### src/rtl/deser_feed_arbiter_if.sv
`default_nettype none
// ============================================================================
//  Module   : deser_feed_arbiter_if
//  Purpose  : Handshake and serial-link bundle between the two byte sources,
//             the feed arbiter and the deserializer write port.
//  Revision : 1.0  initial release
// ============================================================================
interface deser_feed_arbiter_if;
  logic       req0_in;
  logic       req1_in;
  logic [7:0] data0_in;
  logic [7:0] data1_in;
  logic       ack0_out;
  logic       ack1_out;
  logic       status_in;
  logic [3:0] queue_len_in;
  logic       data_out;
  logic       write_out;
  logic       busy_out;
  logic [7:0] sent_count_out;

  // Arbiter side
  modport slave (
    input  req0_in, req1_in, data0_in, data1_in, status_in, queue_len_in,
    output ack0_out, ack1_out, data_out, write_out, busy_out, sent_count_out
  );

  // Requester / environment side
  modport master (
    output req0_in, req1_in, data0_in, data1_in, status_in, queue_len_in,
    input  ack0_out, ack1_out, data_out, write_out, busy_out, sent_count_out
  );
endinterface
`default_nettype wire

### src/rtl/deser_feed_arbiter.sv
`default_nettype none
// ============================================================================
//  Module   : deser_feed_arbiter
//  Purpose  : Round-robin arbiter between two byte requesters that
//             bit-serialises the granted byte LSB-first onto the
//             deserializer data/write pins with programmable pulse timing.
//  Revision : 1.0  initial release
// ============================================================================
module deser_feed_arbiter #(
  parameter int PULSE_W  = 10,
  parameter int LEAD_CYC = 10,
  parameter int GAP_CYC  = 10,
  parameter int Q_LIMIT  = 8
) (
  input  logic                  clock,
  input  logic                  reset,
  deser_feed_arbiter_if.slave   bus
);

  // Phase counter must hold the largest reload value (max - 1)
  localparam int c_max_a  = (PULSE_W > LEAD_CYC) ? PULSE_W : LEAD_CYC;
  localparam int c_max    = (c_max_a > GAP_CYC) ? c_max_a : GAP_CYC;
  localparam int c_cnt_w  = (c_max > 1) ? $clog2(c_max) : 1;

  localparam logic [c_cnt_w-1:0] c_lead_load  = c_cnt_w'(LEAD_CYC - 1);
  localparam logic [c_cnt_w-1:0] c_pulse_load = c_cnt_w'(PULSE_W - 1);
  localparam logic [c_cnt_w-1:0] c_gap_load   = c_cnt_w'(GAP_CYC - 1);
  localparam logic [c_cnt_w-1:0] c_cnt_one    = c_cnt_w'(1);

  // The queue occupancy is 4 bits, so any limit above 15 means "always room"
  localparam logic [4:0] c_q_limit = (Q_LIMIT > 16) ? 5'd16 : 5'(Q_LIMIT);

  typedef enum logic [2:0] {
    S_IDLE = 3'd0,
    S_LEAD = 3'd1,
    S_HIGH = 3'd2,
    S_LOW  = 3'd3,
    S_GAP  = 3'd4
  } state_t;

  state_t               r_state, w_state_nxt;
  logic [c_cnt_w-1:0]   r_cnt,   w_cnt_nxt;
  logic [2:0]           r_idx,   w_idx_nxt;
  logic [7:0]           r_shift, w_shift_nxt;
  logic                 r_data,  w_data_nxt;
  logic                 r_ack0,  w_ack0_nxt;
  logic                 r_ack1,  w_ack1_nxt;
  logic                 r_last,  w_last_nxt;
  logic [7:0]           r_sent,  w_sent_nxt;

  logic                 w_start;
  logic                 w_grant0;
  logic                 w_cnt_done;

  // Requester 0 wins when alone or when requester 1 was granted last
  assign w_grant0   = bus.req0_in && (!bus.req1_in || r_last);
  assign w_start    = bus.status_in && ({1'b0, bus.queue_len_in} < c_q_limit) &&
                      (bus.req0_in || bus.req1_in);
  assign w_cnt_done = (r_cnt == '0);

  // State register and datapath registers; reset abandons any partial byte
  always_ff @(posedge clock) begin
    if (reset) begin
      r_state <= S_IDLE;
      r_cnt   <= '0;
      r_idx   <= 3'd0;
      r_shift <= 8'd0;
      r_data  <= 1'b0;
      r_ack0  <= 1'b0;
      r_ack1  <= 1'b0;
      r_last  <= 1'b1;
      r_sent  <= 8'd0;
    end else begin
      r_state <= w_state_nxt;
      r_cnt   <= w_cnt_nxt;
      r_idx   <= w_idx_nxt;
      r_shift <= w_shift_nxt;
      r_data  <= w_data_nxt;
      r_ack0  <= w_ack0_nxt;
      r_ack1  <= w_ack1_nxt;
      r_last  <= w_last_nxt;
      r_sent  <= w_sent_nxt;
    end
  end

  // Next-state and datapath updates; each phase reloads the counter on exit
  always_comb begin
    w_state_nxt = r_state;
    w_cnt_nxt   = r_cnt;
    w_idx_nxt   = r_idx;
    w_shift_nxt = r_shift;
    w_data_nxt  = r_data;
    w_ack0_nxt  = 1'b0;
    w_ack1_nxt  = 1'b0;
    w_last_nxt  = r_last;
    w_sent_nxt  = r_sent;

    case (r_state)
      S_IDLE: begin
        if (w_start) begin
          w_state_nxt = S_LEAD;
          w_cnt_nxt   = c_lead_load;
          w_idx_nxt   = 3'd0;
          w_ack0_nxt  = w_grant0;
          w_ack1_nxt  = !w_grant0;
          w_last_nxt  = !w_grant0;
          w_shift_nxt = w_grant0 ? bus.data0_in : bus.data1_in;
          w_data_nxt  = w_grant0 ? bus.data0_in[0] : bus.data1_in[0];
        end
      end

      S_LEAD: begin
        if (w_cnt_done) begin
          w_state_nxt = S_HIGH;
          w_cnt_nxt   = c_pulse_load;
        end else begin
          w_cnt_nxt   = r_cnt - c_cnt_one;
        end
      end

      S_HIGH: begin
        if (w_cnt_done) begin
          w_state_nxt = S_LOW;
          w_cnt_nxt   = c_pulse_load;
          // Present the next bit right after the fall for maximum setup
          if (r_idx != 3'd7) begin
            w_shift_nxt = {1'b0, r_shift[7:1]};
            w_data_nxt  = r_shift[1];
          end
        end else begin
          w_cnt_nxt   = r_cnt - c_cnt_one;
        end
      end

      S_LOW: begin
        if (w_cnt_done) begin
          if (r_idx != 3'd7) begin
            w_state_nxt = S_HIGH;
            w_cnt_nxt   = c_pulse_load;
            w_idx_nxt   = r_idx + 3'd1;
          end else begin
            w_state_nxt = S_GAP;
            w_cnt_nxt   = c_gap_load;
            w_data_nxt  = 1'b0;
            w_sent_nxt  = r_sent + 8'd1;
          end
        end else begin
          w_cnt_nxt   = r_cnt - c_cnt_one;
        end
      end

      S_GAP: begin
        if (w_cnt_done) begin
          w_state_nxt = S_IDLE;
        end else begin
          w_cnt_nxt   = r_cnt - c_cnt_one;
        end
      end

      default: begin
        w_state_nxt = S_IDLE;
      end
    endcase
  end

  // Strobe and busy are pure decodes of the state register, so glitch-free
  assign bus.write_out      = (r_state == S_HIGH);
  assign bus.busy_out       = (r_state != S_IDLE);
  assign bus.data_out       = r_data;
  assign bus.ack0_out       = r_ack0;
  assign bus.ack1_out       = r_ack1;
  assign bus.sent_count_out = r_sent;

endmodule
`default_nettype wire

### src/flat_wrapper.sv
// flat-port wrapper written by rule: the top's interface ports become plain ports
module deser_feed_arbiter_flat 
#(
  parameter int PULSE_W  = 10,
  parameter int LEAD_CYC = 10,
  parameter int GAP_CYC  = 10,
  parameter int Q_LIMIT  = 8
)
  (clock, reset, bus_req0_in, bus_req1_in, bus_data0_in, bus_data1_in, bus_status_in, bus_queue_len_in, bus_ack0_out, bus_ack1_out, bus_data_out, bus_write_out, bus_busy_out, bus_sent_count_out);
  deser_feed_arbiter_if bus_i ();
  input  logic clock;
  input  logic reset;
  input wire logic [$bits(bus_i.req0_in)-1:0] bus_req0_in;
  input wire logic [$bits(bus_i.req1_in)-1:0] bus_req1_in;
  input wire logic [$bits(bus_i.data0_in)-1:0] bus_data0_in;
  input wire logic [$bits(bus_i.data1_in)-1:0] bus_data1_in;
  input wire logic [$bits(bus_i.status_in)-1:0] bus_status_in;
  input wire logic [$bits(bus_i.queue_len_in)-1:0] bus_queue_len_in;
  output wire logic [$bits(bus_i.ack0_out)-1:0] bus_ack0_out;
  output wire logic [$bits(bus_i.ack1_out)-1:0] bus_ack1_out;
  output wire logic [$bits(bus_i.data_out)-1:0] bus_data_out;
  output wire logic [$bits(bus_i.write_out)-1:0] bus_write_out;
  output wire logic [$bits(bus_i.busy_out)-1:0] bus_busy_out;
  output wire logic [$bits(bus_i.sent_count_out)-1:0] bus_sent_count_out;
  assign bus_i.req0_in = bus_req0_in;
  assign bus_i.req1_in = bus_req1_in;
  assign bus_i.data0_in = bus_data0_in;
  assign bus_i.data1_in = bus_data1_in;
  assign bus_i.status_in = bus_status_in;
  assign bus_i.queue_len_in = bus_queue_len_in;
  assign bus_ack0_out = bus_i.ack0_out;
  assign bus_ack1_out = bus_i.ack1_out;
  assign bus_data_out = bus_i.data_out;
  assign bus_write_out = bus_i.write_out;
  assign bus_busy_out = bus_i.busy_out;
  assign bus_sent_count_out = bus_i.sent_count_out;
  deser_feed_arbiter #(.PULSE_W(PULSE_W), .LEAD_CYC(LEAD_CYC), .GAP_CYC(GAP_CYC), .Q_LIMIT(Q_LIMIT)) u_core (.clock(clock), .reset(reset), .bus(bus_i));
endmodule
### config.mk
export PLATFORM = sky130hd
export DESIGN_NAME = deser_feed_arbiter_flat
export DESIGN_NICKNAME = d
export VERILOG_FILES = /design/src/rtl/deser_feed_arbiter_if.sv /design/src/rtl/deser_feed_arbiter.sv /design/src/flat_wrapper.sv
export SDC_FILE = /design/constraint.sdc
export NUM_CORES = 1
export LEC_CHECK = 0
export BUFFER_PORTS_ARGS = -buffer_cell sky130_fd_sc_hd__clkbuf_2
export CAP_MARGIN = 20
export CORE_UTILIZATION = 35
export DETAILED_ROUTE_END_ITERATION = 12
export PLACE_DENSITY_LB_ADDON = 0.2
export SETUP_SLACK_MARGIN = 0.02
export SYNTH_ARGS = -nofsm -noshare
export SYNTH_HDL_FRONTEND = slang
export SYNTH_SLANG_ARGS = --single-unit
### constraint.sdc
create_clock -name clock -period 3 [get_ports clock]
set_input_delay 0.3 -clock clock [delete_from_list [all_inputs] [get_ports clock]]
set_output_delay 0.3 -clock clock [all_outputs]
set_load 0.05 [all_outputs]
==> results.sh, run 1 <==
export IMPL_wirelength_um=3540
export IMPL_ys_ff_latch=29
export IMPL_path_delay_family="flip-flops"
export IMPL_worstHoldPathType="in2reg"
export IMPL_leakage_nw=0.744
export IMPL_io_pins=38
export IMPL_rr_endpoint="u_core.r_shift[6]"
export IMPL_clk_path_buf_depth=2
export IMPL_worst_setup_path_type="reg2out"
export IMPL_areaGrowthSynthToFinish_pct=17.8
export IMPL_status="complete, no violations"
export IMPL_io_buffers=34
export IMPL_slew_violations=0
export IMPL_die_y_um=70.2
export IMPL_met1_usage_pct=21.6
export IMPL_synth_async_reset_ratio_pct=0
export IMPL_final_common_cell="clkbuf_2"
export IMPL_antenna_found_initial=0
export IMPL_fmax_mhz=479
export IMPL_yosysWarnings=0
export IMPL_avgSynthCellArea_um2=8.43
export IMPL_fin_tns_setup_ns=0
export IMPL_crit_fanout=14
export IMPL_start_kind="register"
export IMPL_regToRegSetupSlack_ns=1.11
export IMPL_num_antenna_cells=0
export IMPL_ys_seq_area_share_pct=35.7
export IMPL_core_um2=4410
export IMPL_crit_chain="nand2_1, inv_2, clkbuf_2"
export IMPL_synth_mux_area_share_pct=1.23
export IMPL_drv_cap=0
export IMPL_fin_crit_sh_pct=69.6
export IMPL_synthFlopType="dfxtp_1"
export IMPL_cts_buffers_inserted=5
export IMPL_cts_tree="yes"
export IMPL_yosys_area_share_simple_pct=27.5
export IMPL_start_util_pct=36.9
export IMPL_grt_max_degree=19
export IMPL_dp_hpwl_um=2670
export IMPL_viasPerCell=5.32
export IMPL_synthTopCellsByArea="dfxtp_1 36%, xnor2_1 4.3%, nand2b_1 4.2%, ha_1 3.8%, a21oi_1 3.7%"
export IMPL_yosys_area_top_type_share_pct=35.7
export IMPL_nNetsFinal=257
export IMPL_vdd_drop_max_v=0.000305
export IMPL_sequentialPowerShare_pct=42.2
export IMPL_setup_viol=0
export IMPL_rsz0062_at_grt="false"
export IMPL_cts_resized=0
export IMPL_slowest_delay_ns=0.67
export IMPL_drc=0
export IMPL_ant_nets=0
export IMPL_die_w_um=70.2
export IMPL_vias=1490
export IMPL_rows=24
export IMPL_final_setup_skew_ns=0.00443
export IMPL_use_met2_pct=23.7
export IMPL_required_ns=2.70
export IMPL_gr_total_overflow=0
export IMPL_power_mw=1.09
export IMPL_netlist_area_um2=1630
export IMPL_design_die_area_um2=4930
export IMPL_cp_depth=3
export IMPL_yosysUniqueCellTypes=43
export IMPL_routedWlPerCell_um=12.7
export IMPL_min_delay_worst_endpoint="u_core.r_shift[7]"
export IMPL_clkTransAtPathRegs_ns=0.07
export IMPL_netSwitchingFraction_pct=35.2
export IMPL_fillCellCount=452
export IMPL_cp_arrival_ns=1.79
export IMPL_hold_violations=0
export IMPL_intPower_mw=0.707
export IMPL_worstSkewPairLatency_ns=0.28
export IMPL_ff2ff_path_depth=4
export IMPL_drt_iter0_markers=73
export IMPL_cts_hold_buf=0
export IMPL_dr_pass1_iters=4
export IMPL_grtUsageMet3_pct=3.90
export IMPL_hold_depth=3
export IMPL_crit_path_end_kind="output pin"
export IMPL_gp_congestion=0.857
export IMPL_maxSlewHeadroom_pct=53.7
export IMPL_worst_pin_slew_ns=0.692
export IMPL_p_clk_share_pct=28.1
export IMPL_cp_num_buf_inv=2
export IMPL_hp_start="bus_data0_in[7]"
export IMPL_synth_compound_area_share_pct=21.0
export IMPL_htree_levels=2
export IMPL_cts_setup_buffers=0
export IMPL_grt_pass1_vias=1393
export IMPL_r2r_start="u_core.r_state[1]"
export IMPL_finalCriticalPeriod_ns=2.09
export IMPL_final_cell_mix="34 x clkbuf_2, 29 x dfxtp_1, 16 x nor2_1"
export IMPL_crit_path_top_delay_cell="dfxtp_1"
export IMPL_yosys_area_share_adder_pct=3.84
export IMPL_syn_nets=223
export IMPL_power_density_nw_per_um2=569
export IMPL_grt_usage_pct=15.7
export IMPL_synth_largest_area_cell="dfxtp_1"
export IMPL_synth_edff_count=0
export IMPL_synth_top_family_by_area="simple AND/OR/NAND/NOR gates"
export IMPL_synth_xor_area_share_pct=5.38
export IMPL_comb_power_share_pct=29.7
export IMPL_clock_sinks=29
export IMPL_root_buffer="clkbuf_8"
export IMPL_drive_gt1_share_pct=21.9
export IMPL_grt_busiest_layer="met2"
export IMPL_grt_pass1_wl_um=6240
export IMPL_p_switching_mw=0.384
export IMPL_syn_inst=193
## power by group through the flow
stage	combinational, mW	sequential (mW)	clock (mW)
floorplan	0.262	0.457	0
global placement	0.323	0.469	0
detailed placement	0.323	0.469	0
CTS	0.325	0.461	0.323
global route	0.360	0.468	0.339
finish	0.324	0.461	0.307
## flip-flops by register name (all words and copies together), names as in the netlist
name                       cells
u_core.bus.ack0_out            1
u_core.bus.ack1_out            1
u_core.bus.data_out            1
u_core.bus.sent_count_out      8
u_core.r_cnt                   4
u_core.r_idx                   3
u_core.r_last                  1
u_core.r_shift                 7
u_core.r_state                 3
## cell usage after synthesis, drive strengths merged, types with 3 or more instances
cell and count:
a21oi 12, a31oi 3, a32o 6, buf 4
clkbuf 3, dfxtp 29, ha 5, inv 15
nand2 6, nand2b 11, nand3 7, nand4 5
nor2 17, nor2b 4, nor3 7, nor3b 3
nor4 4, o211ai 7, o21ai 6, o21bai 3
or2 3, or3 3, xnor2 8
## layout make-up
type                            count  area, um2  area share, %
Multi-Input combinational cell    142        960           50.0
Clock inverter                      3       17.5          0.913
Timing Repair Buffer               34        170           8.87
Clock buffer                        5       68.8           3.59
Sequential cell                    29        581           30.3
Tap cell                           52       65.1           3.39
Inverter                           15       56.3           2.94
## worst min-delay path: cells and delay by family
family	cells	cell delay, ns
AOI/OAI and AO/OA	1	0.11
muxes	1	0.06
buffers and inverters	1	0.07
## through the flow
step	area [um2]	setup slack, ns	cells	utilization (%)	hold WS, ns
2_1_floorplan	1630	1.36	193	-	0.424
3_3_place_gp	1830	1.10	272	41.5	0.442
3_5_place_dp	1830	1.13	272	41.5	0.449
4_1_cts	1920	0.921	280	43.5	0.300
5_1_grt	1920	0.781	280	43.5	0.339
6_report	1920	0.912	280	43.5	0.304
## kinds of logic (layout without fill, tap and decap cells)
logic type | Yosys count | after routing
AO/OA/AOI/OAI | 49 | 49
XOR/XNOR | 10 | 10
adder cells (fa/ha/maj) | 5 | 5
buffers and inverters | 22 | 57
flip-flops | 29 | 29
multiplexers | 2 | 2
AND/OR/NAND/NOR | 76 | 76
## metal layers
metal  part of all wire [%]  wire length (um)
met1                     50              1790
met2                     45              1610
met3                    3.1               109
met4                    1.1                38
met5                      0                 0
## how the worst max path moves through the flow
stage	from	end	slack (ns)
after floorplan	u_core.r_state[2]	u_core.r_last	1.36
final	u_core.r_state[1]	bus_write_out	0.91
after global routing	u_core.r_state[1]	bus_write_out	0.78
after CTS	u_core.r_state[1]	bus_write_out	0.92
after global placement	u_core.r_cnt[0]	u_core.r_cnt[1]	1.10
after detailed placement	u_core.r_cnt[0]	u_core.r_cnt[0]	1.13
No activity file was read; power rests on OpenSTA's default activity.
==> run 2: changes to the inputs <==
--- a/config.mk
+++ b/config.mk
@@ -5,6 +5,7 @@
 export SDC_FILE = /design/constraint.sdc
 export NUM_CORES = 1
 export LEC_CHECK = 0
+export ABC_AREA = 1
 export BUFFER_PORTS_ARGS = -buffer_cell sky130_fd_sc_hd__clkbuf_2
 export CAP_MARGIN = 20
 export CORE_UTILIZATION = 35
==> constraint.sdc (replaced) <==
create_clock -name clock -period 1.86 [get_ports clock]
set_input_delay 0.186 -clock clock [delete_from_list [all_inputs] [get_ports clock]]
set_output_delay 0.186 -clock clock [all_outputs]
set_load 0.05 [all_outputs]
==> run 2 against run 1 <==
Worst setup slack got worse by 0.66 ns; combinational power rose to 4.9 times the previous value; via count rose by 8.7%; sequential power rose by 99%; synthesized cell count rose by 36%; power rose to 2.8 times the previous value; critical endpoint unchanged; highest routed layer unchanged.
==> results.sh, run 2 <==
export IMPL_num_antenna_cells=0
export IMPL_drt_iter0_markers=73
export IMPL_synth_largest_area_cell="dfxtp_1"
export IMPL_hold_ws_ns=0.172
export IMPL_syn_inst=262
export IMPL_dp_hpwl_um=2790
export IMPL_comb_power_share_pct=52.4
export IMPL_fmax_mhz=621
export IMPL_cts_buffers_inserted=5
export IMPL_design_die_area_um2=5310
export IMPL_slew_violations=0
export IMPL_grt_pass1_wl_um=6310
export IMPL_gr_total_overflow=0
export IMPL_fin_crit_sh_pct=86.6
export IMPL_p_switching_mw=1.43
export IMPL_cts_setup_buffers=0
export IMPL_path_delay_family="buffers and inverters"
export IMPL_final_cell_mix="83 x nand2_1, 40 x nor2_1, 34 x clkbuf_2"
export IMPL_nNetsFinal=331
export IMPL_leakage_nw=1.04
export IMPL_vias=1620
export IMPL_clk_path_buf_depth=2
export IMPL_io_buffers=34
export IMPL_viasPerCell=4.39
export IMPL_grt_max_degree=14
export IMPL_required_ns=1.67
export IMPL_finalCriticalPeriod_ns=1.61
export IMPL_synth_edff_count=0
export IMPL_crit_fanout=9
export IMPL_dr_pass1_iters=4
export IMPL_synthTopCellsByArea="dfxtp_1 33%, nand2_1 18%, nor2_1 8.5%, inv_1 5.5%, nand3_1 4.6%"
export IMPL_worst_pin_slew_ns=0.428
export IMPL_crit_path_top_delay_cell="dfxtp_1"
export IMPL_avgSynthCellArea_um2=6.71
export IMPL_syn_nets=292
export IMPL_fin_tns_setup_ns=0
export IMPL_cts_hold_buf=0
export IMPL_sequentialPowerShare_pct=30.4
export IMPL_vdd_drop_max_v=0.000571
export IMPL_yosysUniqueCellTypes=28
export IMPL_final_common_cell="nand2_1"
export IMPL_ys_ff_latch=29
export IMPL_worstSkewPairLatency_ns=0.28
export IMPL_synth_common_cells="83 x nand2_1, 40 x nor2_1, 29 x dfxtp_1"
export IMPL_crit_chain="buf_4, nor2_8, clkbuf_2"
export IMPL_areaGrowthSynthToFinish_pct=18.3
export IMPL_dp_slack_ns=0.263
export IMPL_netlist_area_um2=1760
export IMPL_drc=0
export IMPL_regToRegSetupSlack_ns=0.26
export IMPL_largest_register_ffs=8
export IMPL_netSwitchingFraction_pct=47.5
export IMPL_hold_violations=0
export IMPL_final_setup_skew_ns=0.00800
export IMPL_wirelength_um=3650
export IMPL_io_pins=38
export IMPL_ant_nets=0
export IMPL_maxSlewHeadroom_pct=71.4
export IMPL_routedWlPerCell_um=9.88
export IMPL_intPower_mw=1.58
export IMPL_cp_num_buf_inv=2
export IMPL_root_buffer="clkbuf_8"
export IMPL_yosysWarnings=0
export IMPL_worst_setup_path_type="reg2out"
export IMPL_cts_resized=0
export IMPL_cts_tree="yes"
export IMPL_drv_cap=0
export IMPL_rows=25
export IMPL_synth_most_common_cell="nand2_1"
export IMPL_die_w_um=72.9
export IMPL_crit_path_end_kind="output pin"
export IMPL_worstHoldPathType="in2reg"
export IMPL_setup_viol=0
export IMPL_yosys_area_top_type_share_pct=33.0
export IMPL_core_um2=4790
export IMPL_grt_pass1_vias=1454
export IMPL_grt_usage_pct=15.8
export IMPL_slowest_delay_ns=0.44
export IMPL_ys_seq_area_share_pct=33.0
export IMPL_synth_async_reset_ratio_pct=0
export IMPL_start_util_pct=36.8
export IMPL_power_density_nw_per_um2=1450
export IMPL_p_clk_share_pct=17.1
export IMPL_fin_ws_ns=0.250
export IMPL_clkTransAtPathRegs_ns=0.07
export IMPL_rsz0062_at_grt="false"
export IMPL_status="complete, no violations"
export IMPL_htree_levels=2
export IMPL_start_kind="register"
export IMPL_antenna_found_initial=0
export IMPL_drive_gt1_share_pct=21.9
export IMPL_gp_congestion=0.792
export IMPL_cp_arrival_ns=1.42
export IMPL_die_y_um=72.9
export IMPL_clock_sinks=29
export IMPL_synthFlopType="dfxtp_1"
run 2: cell types whose count changed in the layout (fill, tap and decap cells not counted), moves of 5 or more:
cell,change
nand2_1,+77
nor2_1,+24
inv_1,+12
nand2b_1,-11
nand3_1,+9
o211ai_1,-7
xnor2_1,-7
a32o_1,-6
buf_4,+5
run 2: layout make-up:
| class | instances | area [um2] |
|---|---|---|
| Inverter | 29 | 116 |
| Clock buffer | 5 | 68.8 |
| Fill cell | 508 | 2710 |
| Sequential cell | 29 | 581 |
| Timing Repair Buffer | 39 | 208 |
| Multi-Input combinational cell | 197 | 1010 |
| Clock inverter | 3 | 17.5 |
| Tap cell | 67 | 83.8 |
run 2: worst paths after layout:
check	start	to	cells past startpoint
setup / recovery	u_core.r_state[2]	bus_write_out	3
hold / removal	bus_data0_in[7]	u_core.r_shift[7]	3
setup reg to reg	u_core.r_idx[0]	u_core.bus.sent_count_out[5]	7
hold reg to reg	u_core.r_last	u_core.r_last	2
run 2: cell families after synthesis:
logic type               count (synthesis)  share of synthesized area (%)
buffers and inverters                   36                           9.81
adder cells (fa/ha/maj)                  5                           3.56
AO/OA/AOI/OAI                           28                           8.18
multiplexers                             1                          0.569
XOR/XNOR                                 2                          0.996
AND/OR/NAND/NOR                        161                           43.9
flip-flops                              29                           33.0
run 2: stage by stage:
stage,std cells,util (%),instance area (um2),power (mW)
finish,369,43.5,2080,3.01
global route,369,43.5,2080,3.34
CTS,369,43.5,2080,3.05
global placement,361,41.7,1990,2.51
detailed placement,361,41.7,1990,2.51
floorplan,262,-,1760,2.26
run 2: metal layers:
layer	wire length, um	GRT usage (%)
met5	0	0
met4	72	8.50
met3	106	4.28
met2	1630	24.7
met1	1840	19.6
run 2: power by group through the flow:
stage / clock network, mW / logic (mW) / registers (mW)
after CTS: 0.540 / 1.59 / 0.919
final: 0.516 / 1.58 / 0.916
after detailed placement: 0 / 1.58 / 0.932
after global placement: 0 / 1.58 / 0.930
after global routing: 0.567 / 1.83 / 0.939
after floorplan: 0 / 1.37 / 0.896
run 2: tightest hold or removal path, cell delays in order:
cell and delay, ns:
clkbuf_2 0.08, mux2i_1 0.06, o21ai_1 0.10
==> run 3: changes to the inputs <==
--- a/config.mk
+++ b/config.mk
@@ -8,7 +8,9 @@
 export ABC_AREA = 1
 export BUFFER_PORTS_ARGS = -buffer_cell sky130_fd_sc_hd__clkbuf_2
 export CAP_MARGIN = 20
-export CORE_UTILIZATION = 35
+export CELL_PAD_IN_SITES_DETAIL_PLACEMENT = 0
+export CELL_PAD_IN_SITES_GLOBAL_PLACEMENT = 1
+export CORE_UTILIZATION = 34
 export DETAILED_ROUTE_END_ITERATION = 12
 export PLACE_DENSITY_LB_ADDON = 0.2
 export SETUP_SLACK_MARGIN = 0.02
==> constraint.sdc (replaced) <==
create_clock -name clock -period 1.86 [get_ports clock]
set_input_delay 0.186 -clock clock [delete_from_list [all_inputs] [get_ports clock]]
set_output_delay 0.186 -clock clock [all_outputs]
set_load 0.005 [all_outputs]
==> run 3 against run 2 <==
Clock skew fell by 0.0024 ns; wire length is 2.5% higher; worst setup slack got worse by 0.011 ns; hold slack lost 0.0038 ns; cell count is 0.27% lower; register-to-register slack lost 0.02 ns; non-clock buffer count shrank 1; critical path depth up 4; count of clock-buffer cells in the layout is 1 higher; clock power rose by 37%; global-route usage is 0.39 points lower; die area is 2.9% higher; critical path type is now reg2reg; largest cell class unchanged; largest power group unchanged.
==> results.sh, run 3 (synthesis gave the netlist of run 2 again) <==
export IMPL_status="complete, no violations"
export IMPL_required_ns=2.03
export IMPL_antenna_found_initial=0
export IMPL_start_kind="register"
export IMPL_maxSlewHeadroom_pct=69.8
export IMPL_worstHoldPathType="in2reg"
export IMPL_worstSkewPairLatency_ns=0.29
export IMPL_fmax_mhz=617
export IMPL_fin_crit_sh_pct=87.2
export IMPL_grt_pass1_wl_um=6290
export IMPL_design_die_area_um2=5470
export IMPL_clk_path_buf_depth=2
export IMPL_power_mw=3.06
export IMPL_clkTransAtPathRegs_ns=0.07
export IMPL_p_switching_mw=1.31
export IMPL_clock_sinks=29
export IMPL_seq_area_um2=581
export IMPL_gr_total_overflow=0
export IMPL_comb_power_share_pct=47.3
export IMPL_netSwitchingFraction_pct=42.7
export IMPL_die_y_um=73.9
export IMPL_vias=1660
export IMPL_drt_iter0_markers=92
export IMPL_io_buffers=34
export IMPL_rsz0062_at_grt="false"
export IMPL_cp_arrival_ns=1.79
export IMPL_cts_setup_buffers=0
export IMPL_core_um2=4850
export IMPL_sequentialPowerShare_pct=29.6
export IMPL_routedWlPerCell_um=10.2
export IMPL_drc=0
export IMPL_worst_pin_slew_ns=0.453
export IMPL_fin_tns_setup_ns=0
export IMPL_wirelength_um=3740
export IMPL_grt_usage_pct=15.4
export IMPL_dr_pass1_iters=4
export IMPL_final_cell_mix="83 x nand2_1, 40 x nor2_1, 34 x clkbuf_2"
export IMPL_drive_gt1_share_pct=21.6
export IMPL_fillCellCount=525
export IMPL_grt_max_degree=15
export IMPL_slew_violations=0
export IMPL_hold_violations=0
export IMPL_gp_congestion=0.760
export IMPL_die_w_um=73.9
export IMPL_ant_nets=0
export IMPL_intPower_mw=1.75
export IMPL_viasPerCell=4.51
export IMPL_vdd_drop_max_v=0.000487
export IMPL_setup_viol=0
export IMPL_multi_input_area_um2=1010
export IMPL_areaGrowthSynthToFinish_pct=19.8
export IMPL_num_antenna_cells=0
export IMPL_worst_setup_path_type="reg2reg"
export IMPL_nNetsFinal=330
export IMPL_crit_fanout=8
export IMPL_grt_pass1_vias=1420
export IMPL_power_density_nw_per_um2=1450
export IMPL_htree_levels=2
export IMPL_root_buffer="clkbuf_8"
export IMPL_rows=25
export IMPL_numPlacedInstances=360
export IMPL_cts_hold_buf=0
export IMPL_io_pins=38
export IMPL_finalCriticalPeriod_ns=1.62
export IMPL_p_clk_share_pct=23.1
export IMPL_cts_buffers_inserted=5
export IMPL_cts_resized=0
export IMPL_drv_cap=0
export IMPL_leakage_nw=1.05
export IMPL_fin_cells=368
export IMPL_final_common_cell="nand2_1"
export IMPL_largest_register_ffs=8
export IMPL_hold_ws_ns=0.169
export IMPL_dp_hpwl_um=2830
export IMPL_cts_tree="yes"
export IMPL_crit_path_end_kind="register"
export IMPL_start_util_pct=36.3
export IMPL_final_setup_skew_ns=0.00560
-- run 3: worst paths after layout --
check | start | to | slack, ns | cells past startpoint
max | u_core.r_idx[0] | u_core.bus.sent_count_out[5] | 0.24 | 7
min | bus_data0_in[7] | u_core.r_shift[7] | 0.17 | 3
max reg2reg | u_core.r_idx[0] | u_core.bus.sent_count_out[5] | 0.24 | 7
min reg2reg | u_core.r_last | u_core.r_last | 0.47 | 2
-- run 3: cell type report --
cell class / instances / share of cell area, %
tap: 67 / 3.98
inverter: 29 / 5.52
timing repair buffer: 38 / 9.50
clock buffer: 6 / 3.92
clock inverter: 2 / 1.78
sequential: 29 / 27.6
multi-input combinational: 197 / 47.7
-- run 3: routing by layer --
| metal | global-route usage (%) | share of wire (%) | wire length, um |
|---|---|---|---|
| met3 | 4.07 | 3.3 | 122 |
| met2 | 22.7 | 44 | 1640 |
| met5 | 0 | 0 | 0 |
| met1 | 20.3 | 51 | 1890 |
| met4 | 8.33 | 2.3 | 85 |
-- run 3: critical path: stages (launching register included) --
cell and delay, ns:
dfxtp_1 0.36, ha_1 0.16, ha_1 0.24, nand3_2 0.17
nor2_8 0.19, inv_4 0.07, o21ai_0 0.22, a21oi_1 0.10
-- run 3: power by group through the flow --
stage          Clock, mW  Sequential, mW  Combinational [mW]
2_1_floorplan          0           0.855                1.28
3_3_place_gp           0           0.920                1.47
3_5_place_dp           0           0.917                1.46
4_1_cts            0.725           0.906                1.47
5_1_grt            0.746           0.926                1.68
6_report           0.706           0.906                1.45
-- run 3: per-stage QoR --
step | cell area [um2] | setup slack (ns) | utilization (%)
2_1_floorplan | 1760 | 0.423 | -
3_3_place_gp | 1990 | 0.243 | 41.0
3_5_place_dp | 1990 | 0.242 | 41.0
4_1_cts | 2110 | 0.217 | 43.5
5_1_grt | 2110 | 0.0653 | 43.5
6_report | 2110 | 0.239 | 43.5
